`config.mk`:
```
export PLATFORM = sky130hd
export DESIGN_NAME = ram_program_loader
export DESIGN_NICKNAME = d
export VERILOG_FILES = /design/src/rtl/cpu_pkg.sv /design/src/rtl/ram_program_loader.sv
export SDC_FILE = /design/constraint.sdc
export NUM_CORES = 1
export LEC_CHECK = 0
export BUFFER_PORTS_ARGS = -buffer_cell sky130_fd_sc_hd__buf_2
export CORE_MARGIN = 2
export CORE_UTILIZATION = 51
export DETAILED_ROUTE_END_ITERATION = 6
export PLACE_DENSITY = 0.82
export SYNTH_ARGS = -nofsm -noshare
export SYNTH_HDL_FRONTEND = slang
export SYNTH_SLANG_ARGS = --single-unit
export TNS_END_PERCENT = 100
```
`constraint.sdc`:
```
create_clock -name Clk -period 5.7 [get_ports Clk]
set_input_delay 0.57 -clock Clk [delete_from_list [all_inputs] [get_ports Clk]]
set_output_delay 0.57 -clock Clk [all_outputs]
set_load 0.01 [all_outputs]
```
`src/rtl/cpu_pkg.sv`:
```
// rtl/cpu_pkg.sv - shared loader state encoding and word-framing constants
package cpu_pkg;

    typedef enum logic [3:0] {
        HDR_HI,
        HDR_LO,
        DAT_HI,
        DAT_LO,
        WRITE,
        SUM_HI,
        SUM_LO,
        DONE,
        ERROR
    } loader_state_t;

    localparam int BYTES_PER_WORD = 2;

endpackage

```
`src/rtl/ram_program_loader.sv`:
```
// rtl/ram_program_loader.sv - framed byte-stream loader writing RAM port B, holds CPU in reset until checksum verifies
module ram_program_loader
    import cpu_pkg::*;
#(
    parameter int DATA_WIDTH = 16,
    parameter int ADDR_WIDTH = 10
) (
    input  logic                  Clk,
    input  logic                  Rst,
    input  logic [7:0]            in_byte,
    input  logic                  in_valid,
    output logic                  in_ready,
    output logic [DATA_WIDTH-1:0] data_b,
    output logic [ADDR_WIDTH-1:0] addr_b,
    output logic                  we_b,
    output logic                  CpuRst,
    output logic                  done,
    output logic                  error,
    output logic [ADDR_WIDTH:0]   words_loaded
);

    localparam int CNT_W = 16;
    localparam logic [CNT_W:0] MAX_WORDS = (CNT_W+1)'(1) << ADDR_WIDTH;

    loader_state_t state, state_nxt;
    logic [CNT_W-1:0]      count, count_nxt;
    logic [7:0]            hi_byte, hi_byte_nxt;
    logic [7:0]            rx_sum_hi, rx_sum_hi_nxt;
    logic [DATA_WIDTH-1:0] sum, sum_nxt;
    logic [DATA_WIDTH-1:0] data_b_nxt;
    logic [ADDR_WIDTH-1:0] addr_b_nxt;
    logic [ADDR_WIDTH:0]   words_nxt;
    logic                  in_ready_nxt, we_b_nxt, cpu_rst_nxt, done_nxt, error_nxt;
    logic                  accept;
    logic [CNT_W-1:0]      full_count;

    always_comb begin
        state_nxt     = state;
        count_nxt     = count;
        hi_byte_nxt   = hi_byte;
        rx_sum_hi_nxt = rx_sum_hi;
        sum_nxt       = sum;
        data_b_nxt    = data_b;
        addr_b_nxt    = addr_b;
        words_nxt     = words_loaded;
        accept        = in_valid && in_ready;
        full_count    = {count[15:8], in_byte};

        case (state)
            HDR_HI: if (accept) begin
                count_nxt[15:8] = in_byte;
                state_nxt       = HDR_LO;
            end
            HDR_LO: if (accept) begin
                count_nxt[7:0] = in_byte;
                if ({1'b0, full_count} > MAX_WORDS)
                    state_nxt = ERROR;
                else if (full_count == '0)
                    state_nxt = SUM_HI;
                else
                    state_nxt = DAT_HI;
            end
            DAT_HI: if (accept) begin
                hi_byte_nxt = in_byte;
                state_nxt   = DAT_LO;
            end
            DAT_LO: if (accept) begin
                data_b_nxt = {hi_byte, in_byte};
                addr_b_nxt = words_loaded[ADDR_WIDTH-1:0];
                state_nxt  = WRITE;
            end
            WRITE: begin
                // The write pulse is already on we_b; account for it and pick the next field.
                sum_nxt   = sum + data_b;
                words_nxt = words_loaded + 1'b1;
                if ({{(CNT_W-ADDR_WIDTH-1){1'b0}}, words_nxt} == count)
                    state_nxt = SUM_HI;
                else
                    state_nxt = DAT_HI;
            end
            SUM_HI: if (accept) begin
                rx_sum_hi_nxt = in_byte;
                state_nxt     = SUM_LO;
            end
            SUM_LO: if (accept) begin
                state_nxt = ({rx_sum_hi, in_byte} == sum) ? DONE : ERROR;
            end
            DONE:    state_nxt = DONE;
            ERROR:   state_nxt = ERROR;
            default: state_nxt = HDR_HI;
        endcase

        // Status outputs are registered versions of what the next state implies.
        in_ready_nxt = (state_nxt != WRITE) && (state_nxt != DONE) && (state_nxt != ERROR);
        we_b_nxt     = (state_nxt == WRITE);
        done_nxt     = (state_nxt == DONE);
        error_nxt    = (state_nxt == ERROR);
        cpu_rst_nxt  = (state_nxt != DONE);
    end

    always_ff @(posedge Clk) begin
        if (Rst) begin
            state        <= HDR_HI;
            count        <= '0;
            hi_byte      <= '0;
            rx_sum_hi    <= '0;
            sum          <= '0;
            data_b       <= '0;
            addr_b       <= '0;
            words_loaded <= '0;
            in_ready     <= 1'b1;
            we_b         <= 1'b0;
            CpuRst       <= 1'b1;
            done         <= 1'b0;
            error        <= 1'b0;
        end else begin
            state        <= state_nxt;
            count        <= count_nxt;
            hi_byte      <= hi_byte_nxt;
            rx_sum_hi    <= rx_sum_hi_nxt;
            sum          <= sum_nxt;
            data_b       <= data_b_nxt;
            addr_b       <= addr_b_nxt;
            words_loaded <= words_nxt;
            in_ready     <= in_ready_nxt;
            we_b         <= we_b_nxt;
            CpuRst       <= cpu_rst_nxt;
            done         <= done_nxt;
            error        <= error_nxt;
        end
    end

endmodule

```
* Word level (Yosys, flattened, before mapping)
Index checks and enable logic that the tools add are counted.
** Operators by class
- Add/subtract/negate cells :: 2
- Order comparisons :: 1
- Equality and inequality tests :: 16
- Mux-type cells :: 11
- Reductions and logical operators :: 10
** Operators by type and width (count)
- 4-bit case mux with 9 select lines :: 1
- 4-bit two-way mux :: 8
- 4-bit by 3-bit equality test with 1-bit output (second input constant) :: 6
- 16-bit adder :: 1
- 11-bit by 16-bit equality test with 1-bit output :: 1
- 16-bit equality test :: 1
- 16-bit by 11-bit greater-than comparator with 1-bit output (second input constant) :: 1
- 16-bit zero test :: 1
- 11-bit by 1-bit adder with 11-bit output (second input constant) :: 1
- 2-bit AND reduction :: 5
- 4-bit by 2-bit equality test with 1-bit output (second input constant) :: 2
- 4-bit equality test (second input constant) :: 2
- 4-bit by 3-bit != test with 1-bit output (second input constant) :: 2
- 3-bit two-way mux :: 2
- 4-bit by 1-bit equality test with 1-bit output (second input constant) :: 1
- 4-bit zero test :: 1
- 4-bit != test (second input constant) :: 1
- 1-bit logical AND :: 3
** Word-level totals
- Flip-flop bits (word level) :: 94
- Input bits :: 11
- Output and inout port bits :: 42
- Logic and storage cells :: 54

* Depth between registers and ports, before layout
Gate-level depths: netlist of run 1.
- Word-level depth :: 8
- Gate-level depth with buffers :: 11
- Depth with buffers taken out :: 11

* Worst setup path before layout of run 1
No wires, ideal clock.
- Kind :: input-to-reg
- Start point :: input in_byte[7]
- End point :: register in_ready
- Setup time :: 79 ps
- Data arrival time :: 2407 ps
- Data required time :: 5621 ps
- Path slack :: 3214 ps
- Cell stages on the path :: 9
- Path buffers :: 1
- Cells stage by stage :: clkbuf_1 nor4_1 nand3_2 or4_4 o21ai_2 nand3_1 and3_4 and3_4 a211oi_2
** Between the ends
- Word-level cells in the longest chain between the ends :: 8
- Elaborated cells on any way between the ends :: 14
- Those cells by class :: order compare (1); eq/ne (4); mux (6); reduce/logical (3)
** Ends and longest elaborated chain
- from (decl) :: RTL line ram_program_loader.sv:10 : input logic [7:0] in_byte,
- branches (longest 4 deep; another with 16-bit by 11-bit greater-than comparator with 1-bit output)
- 4-bit case mux with 9 select lines (*) :: RTL line ram_program_loader.sv:49 : case (state)
- 4-bit by 3-bit != test with 1-bit output :: RTL line ram_program_loader.sv:94 : in_ready_nxt = (state_nxt != WRITE) && (state_nxt != DONE) && (state_nxt != ERROR);
- 1-bit logical AND :: RTL line ram_program_loader.sv:94
- 1-bit logical AND (*) :: RTL line ram_program_loader.sv:94
- to (signal assigned) :: RTL line ram_program_loader.sv:125 : in_ready <= in_ready_nxt;
- to (decl) :: RTL line ram_program_loader.sv:12 : output logic in_ready,
Every way passes the cells marked *.
A chain may end at the register's enable or synchronous reset.

* Worst setup path in the final report of run 1
- Start point :: register state[1]
- End point :: register in_ready
** Between the ends
- Word-level cells in the longest chain between the ends :: 5
- Elaborated cells on any way between the ends :: 21
- Those cells by class :: eq/ne (11); mux (7); reduce/logical (3)
** Ends and longest elaborated chain
- from (decl) :: RTL line ram_program_loader.sv:25 : loader_state_t state, state_nxt;
- from (signal assigned) :: RTL line ram_program_loader.sv:117 : state <= state_nxt;
- 4-bit equality test, or another cell as far along :: RTL line ram_program_loader.sv:49
- 4-bit case mux with 9 select lines (*) :: RTL line ram_program_loader.sv:49
- 4-bit by 3-bit != test with 1-bit output :: RTL line ram_program_loader.sv:94
- 1-bit logical AND :: RTL line ram_program_loader.sv:94
- 1-bit logical AND (*) :: RTL line ram_program_loader.sv:94
Mark *: on every way between the ends. The rest lies on a longest branch, timed or not.

==> results of run 1 <==
-- registers in the layout (all words and copies together), names as in the netlist, 4 cells and up --
| name | count |
|---|---|
| count | 16 |
| state | 4 |
| words_loaded | 11 |
| sum | 16 |
| addr_b | 10 |
| data_b | 16 |
| rx_sum_hi | 8 |
| hi_byte | 8 |
-- power by group through the flow --
stage | Sequential, W | Clock [W] | Combinational (W)
after floorplan | 0.000694 | 0 | 0.0000975
after global placement | 0.000701 | 0 | 0.000114
after detailed placement | 0.000702 | 0 | 0.000117
after CTS | 0.000687 | 0.000494 | 0.000118
after global routing | 0.000689 | 0.000521 | 0.000130
final | 0.000687 | 0.000489 | 0.000119
-- critical path: cells and delay by family (launching register included) --
kind / cells / cell delay (ns)
simple gates: 4 / 1.77
compound gates: 2 / 0.66
flops: 1 / 0.44
-- metrics by stage --
step / hold slack, ns / util / power (W)
final: 0.453 / 0.571 / 0.00130
after global placement: 0.441 / 0.547 / 0.000815
after detailed placement: 0.446 / 0.547 / 0.000819
after global routing: 0.471 / 0.571 / 0.00134
after floorplan: 0.432 / - / 0.000792
after CTS: 0.458 / 0.571 / 0.00130
-- layout make-up --
class                           count  area [um2]  area share
Sequential cell                    94        1880       0.360
Tap cell                          111         139      0.0266
Clock inverter                      5        83.8      0.0160
Timing Repair Buffer               55         283      0.0541
Multi-Input combinational cell    452        2680       0.513
Clock buffer                       10         138      0.0263
Inverter                            6        22.5     0.00431
-- worst min-delay path by stage --
stage	depth (start not counted)	to	slack, ns	start
finish	2	addr_b[1]$_SDFFE_PP0P_	0.45	addr_b[1]$_SDFFE_PP0P_
CTS	2	addr_b[1]$_SDFFE_PP0P_	0.46	addr_b[1]$_SDFFE_PP0P_
global placement	2	addr_b[0]$_SDFFE_PP0P_	0.44	addr_b[0]$_SDFFE_PP0P_
global route	2	addr_b[1]$_SDFFE_PP0P_	0.47	addr_b[1]$_SDFFE_PP0P_
floorplan	2	data_b[10]$_SDFFE_PP0P_	0.43	hi_byte[2]$_SDFFE_PP0P_
detailed placement	2	addr_b[1]$_SDFFE_PP0P_	0.45	addr_b[1]$_SDFFE_PP0P_
-- metal layers --
layer / vias to the layer above / share of wire / GRT usage
met5: - / 0 / 0
met4: 0 / 0.023 / 0.0896
met3: 32 / 0.065 / 0.0312
met2: 178 / 0.47 / 0.382
met1: 1972 / 0.45 / 0.317
li1: 2087 / - / -
-- synthesized netlist by cell type (8+ instances only) --
| master | instances | area (um2) |
|---|---|---|
| nand3_1 | 38 | 190 |
| o21ai_0 | 11 | 55.1 |
| a21oi_1 | 74 | 370 |
| nor4_1 | 8 | 50.1 |
| nor2_1 | 42 | 158 |
| ha_1 | 16 | 200 |
| nand2_1 | 108 | 405 |
| xor2_1 | 32 | 280 |
| xnor2_1 | 16 | 140 |
| nor3_1 | 9 | 45.0 |
| mux2i_1 | 10 | 100 |
| clkbuf_1 | 39 | 146 |
| dfxtp_1 | 94 | 1880 |
-- kinds of logic after synthesis --
group	share of synthesized area
compound gates	0.148
xor+xnor	0.0883
fa+ha+maj	0.0463
buf+inv	0.0439
flops	0.395
mux	0.0210
simple gates	0.257
==> impl_metrics.env, run 1 <==
export IMPL_status="complete, no violations"
export IMPL_synth_edf_count=0
export IMPL_critPathLaunch="state[1]$_SDFF_PP0_"
export IMPL_powerDensity_mw_per_mm2=248
export IMPL_synthCells=597
export IMPL_grt_pass1_vias=3936
export IMPL_cp_endpoint="in_ready$_SDFF_PP1_"
export IMPL_routed_via_density=5.82
export IMPL_arrival_ns=3.21
export IMPL_die_area_mm2=0.0101
export IMPL_dp_final_hpwl_um=8250
export IMPL_post_cts_setup_buffers=0
export IMPL_rsz0062_at_grt="false"
export IMPL_grt_max_degree=56
export IMPL_slew_viol_final=0
export IMPL_place_ws_ns=2.91
export IMPL_crit_path_max_fanout=25
export IMPL_dp_cells=718
export IMPL_peakVddDrop_v=0.000198
export IMPL_swShare=0.251
export IMPL_layout_cells_non_filler=733
export IMPL_root_buffer="clkbuf_8"
export IMPL_numPortBuffers=52
export IMPL_crit_top_cell="nor2_1"
export IMPL_layout_common_cells="108 x nand2_1, 94 x dfxtp_1, 74 x a21oi_1"
export IMPL_relSlewSlack=0.234
export IMPL_tightest_slew_ns=1.15
export IMPL_final_cell_area_mm2=0.00523
export IMPL_hold_viol=0
export IMPL_r2r_start="state[1]$_SDFF_PP0_"
export IMPL_drc=0
export IMPL_leakage_nw=2.13
export IMPL_slowest_stage="nand3b_1"
export IMPL_yosysWarnings=0
export IMPL_insertion_delay_ns=0.36
export IMPL_clock_fmax_mhz=341
export IMPL_setup_viol=0
export IMPL_drtIter0Drc=392
export IMPL_syn_area_mm2=0.00476
export IMPL_slowest_delay_ns=0.89
export IMPL_htree_levels=3
export IMPL_period_minus_slack_ns=2.94
export IMPL_p_clk_frac=0.378
export IMPL_critPathRequiredTime_ns=5.98
export IMPL_ios=53
export IMPL_die_w_um=101
export IMPL_r2r_end="in_ready$_SDFF_PP1_"
export IMPL_syn_nets=625
export IMPL_vias=4269
export IMPL_switchingPower_w=0.000325
export IMPL_drt_pass1_iter_count=7
export IMPL_reg2reg_slack_ns=2.76
export IMPL_endpoint_kind="flip-flop"
export IMPL_start_util=0.520
export IMPL_area_growth_pct=9.83
export IMPL_synth_ff_type="dfxtp_1"
export IMPL_r2r_cells=6
export IMPL_grt_usage=0.235
export IMPL_numCtsBuffers=9
export IMPL_die_y_um=101
export IMPL_gp_congestion=0.952
export IMPL_finalClockSkew_ns=0.0119
export IMPL_seq_area_frac_synth=0.395
export IMPL_ctsHoldBuffers=0
export IMPL_rows=35
export IMPL_grt_ovfl_total=0
export IMPL_mostFrequentLayoutCell="nand2_1"
export IMPL_antenna_found_initial=0
export IMPL_synth_seq_cells=94
export IMPL_synth_cell_types=57
export IMPL_drive_gt1_frac=0.137
export IMPL_n_antenna_cell=0
export IMPL_ctsResizeCount=0
export IMPL_final_period_utilization=0.515
export IMPL_syn_avg_cell_area_um2=7.97
export IMPL_intPower_w=0.000970
export IMPL_cap_violations=0
export IMPL_dpl_cell_area_mm2=0.00501
export IMPL_setup_ws_ns=2.76
export IMPL_hold_path_class="flip-flop to flip-flop"
export IMPL_seq_power_share=0.530
export IMPL_ant_nets=0
export IMPL_cts_tree="done"
export IMPL_drt_total_wl_um=11900
export IMPL_nFillCells=808
export IMPL_crit_chain="nor2_1 -> nand3b_1 -> a21oi_1 -> nor2_1 -> and3_4 -> a211oi_2"
export IMPL_path_class="flip-flop to flip-flop"
export IMPL_routedWlPerCell_um=16.3
export IMPL_setup_tns_ns=0
export IMPL_core_mm2=0.00915
export IMPL_power_frac_comb=0.092
export IMPL_cts_sinks=94
export IMPL_path_clk_slew_ns=0.09
export IMPL_fin_nets=646
export IMPL_clk_path_buf_depth=2
export IMPL_synthArstFlopShare=0
export IMPL_grt_pass1_wl_um=19000
export IMPL_cp_start_kind="flip-flop"
No activity file was read; power rests on OpenSTA's default activity.
==> inputs of run 2 (changes only) <==
- PLACE_DENSITY: 0.82 -> 0.85
- clock period: 5.7 -> 2.55 ns (I/O delays scaled with it)
==> impl_metrics.env, run 2 (synthesis gave the netlist of run 1 again) <==
export IMPL_status="complete, no violations"
export IMPL_ant_nets=0
export IMPL_endpoint_kind="flip-flop"
export IMPL_fin_nets=670
export IMPL_routed_via_density=5.82
export IMPL_multi_input_area_mm2=0.00270
export IMPL_finalClockSkew_ns=0.0148
export IMPL_clk_path_buf_depth=2
export IMPL_gp_congestion=0.908
export IMPL_cap_violations=0
export IMPL_worstHoldEndpoint="state[3]$_SDFF_PP0_"
export IMPL_area_growth_pct=14.1
export IMPL_dp_final_hpwl_um=8290
export IMPL_top_regs="count (16), data_b (16), sum (16)"
export IMPL_peakVddDrop_v=0.000286
export IMPL_path_clk_slew_ns=0.09
export IMPL_die_y_um=101
export IMPL_r2r_cells=11
export IMPL_critPathRequiredTime_ns=2.85
export IMPL_setup_viol=0
export IMPL_cts_sinks=94
export IMPL_p_clk_frac=0.376
export IMPL_htree_levels=3
export IMPL_hold_path_class="input pin to flip-flop"
export IMPL_n_antenna_cell=0
export IMPL_routedWlPerCell_um=15.5
export IMPL_mostFrequentLayoutCell="nand2_1"
export IMPL_drc=0
export IMPL_antenna_found_initial=0
export IMPL_hold_start="in_valid"
export IMPL_layout_common_cells="108 x nand2_1, 93 x dfxtp_1, 73 x a21oi_1"
export IMPL_grt_max_degree=49
export IMPL_grt_pass1_wl_um=19000
export IMPL_tightest_slew_ns=0.517
export IMPL_seq_power_share=0.526
export IMPL_cts_tree="done"
export IMPL_switchingPower_w=0.000736
export IMPL_start_util=0.520
export IMPL_root_buffer="clkbuf_8"
export IMPL_whs_ns=0.220
export IMPL_insertion_delay_ns=0.37
export IMPL_grt_usage=0.235
export IMPL_drive_gt1_frac=0.178
export IMPL_critPathLaunch="data_b[0]$_SDFFE_PP0P_"
export IMPL_arrival_ns=2.76
export IMPL_ios=53
export IMPL_leakage_nw=2.26
export IMPL_rows=35
export IMPL_drt_total_wl_um=11800
export IMPL_powerDensity_mw_per_mm2=538
export IMPL_relSlewSlack=0.655
export IMPL_intPower_w=0.00218
export IMPL_grt_ovfl_total=0
export IMPL_cp_start_kind="flip-flop"
export IMPL_hold_viol=0
export IMPL_hold_depth=3
export IMPL_setup_tns_ns=0
export IMPL_ctsHoldBuffers=0
export IMPL_period_minus_slack_ns=2.45
export IMPL_r2r_end="sum[10]$_SDFFE_PP0P_"
export IMPL_power_frac_comb=0.098
export IMPL_vias=4414
export IMPL_nFillCells=793
export IMPL_crit_path_max_fanout=3
export IMPL_reg2reg_slack_ns=0.1
export IMPL_seq_area_mm2=0.00188
export IMPL_drt_pass1_iter_count=5
export IMPL_r2r_start="data_b[0]$_SDFFE_PP0P_"
export IMPL_final_period_utilization=0.962
export IMPL_die_area_mm2=0.0101
export IMPL_numPortBuffers=52
export IMPL_clock_fmax_mhz=408
export IMPL_grt_pass1_vias=3995
export IMPL_die_w_um=101
export IMPL_drtIter0Drc=268
export IMPL_path_class="flip-flop to flip-flop"
export IMPL_numCtsBuffers=9
export IMPL_core_mm2=0.00915
export IMPL_slew_viol_final=0
export IMPL_swShare=0.252
==> run 2: metal layers <==
metal | part of all wire | global-route usage | vias up
met5 | 0 | 0 | -
met4 | 0.021 | 0.0906 | 0
met3 | 0.070 | 0.0430 | 26
met2 | 0.49 | 0.378 | 195
met1 | 0.42 | 0.314 | 2045
li1 | - | - | 2148
==> run 2: how the worst max path moves through the flow <==
stage	endpoint	cells past startpoint
2_1_floorplan	in_ready$_SDFF_PP1_	10
3_3_place_gp	sum[10]$_SDFFE_PP0P_	11
3_5_place_dp	sum[10]$_SDFFE_PP0P_	11
4_1_cts	sum[14]$_SDFFE_PP0P_	11
5_1_grt	sum[10]$_SDFFE_PP0P_	11
6_report	sum[10]$_SDFFE_PP0P_	11
==> run 2: power groups by stage <==
stage | combinational (W) | clock [W] | sequential [W]
after floorplan | 0.000218 | 0 | 0.00155
after global placement | 0.000270 | 0 | 0.00157
after detailed placement | 0.000277 | 0 | 0.00157
after CTS | 0.000281 | 0.00111 | 0.00154
after global routing | 0.000314 | 0.00117 | 0.00154
final | 0.000285 | 0.00110 | 0.00154
==> run 2: stage by stage <==
stage          power (W)  worst slack [ns]  utilization  cell area, um2  cells
4_1_cts          0.00293            0.0146        0.589            5400    756
3_3_place_gp     0.00184            0.0545        0.565            5170    740
6_report         0.00292            0.0961        0.594            5430    758
5_1_grt          0.00303           -0.0534        0.594            5430    758
3_5_place_dp     0.00185           -0.0208        0.565            5170    740
2_1_floorplan    0.00177             0.125            -            4760    597
==> run 2: worst max-delay path, stage by stage (launching register included) <==
cell	delay, ns
dfxtp_1	0.37
ha_1	0.18
inv_1	0.05
fa_1	0.38
nor2b_1	0.17
o21ai_1	0.10
a21oi_2	0.20
o31ai_2	0.11
a21boi_1	0.23
a31oi_1	0.13
or4_1	0.40
nand3_1	0.07
==> run 2: timing repair <==
item,in CTS,in global routing
gates resized for setup,1,6
setup endpoints to repair,1,5
hold endpoints to repair,0,0
buffers inserted,0,2
pin swaps,0,3
==> run 2: layout make-up <==
type / instances / share of cell area
Multi-Input combinational cell: 452 / 0.497
Clock buffer: 10 / 0.0253
Tap cell: 111 / 0.0256
Sequential cell: 94 / 0.347
Inverter: 6 / 0.00415
Clock inverter: 6 / 0.0157
Timing Repair Buffer: 79 / 0.0852
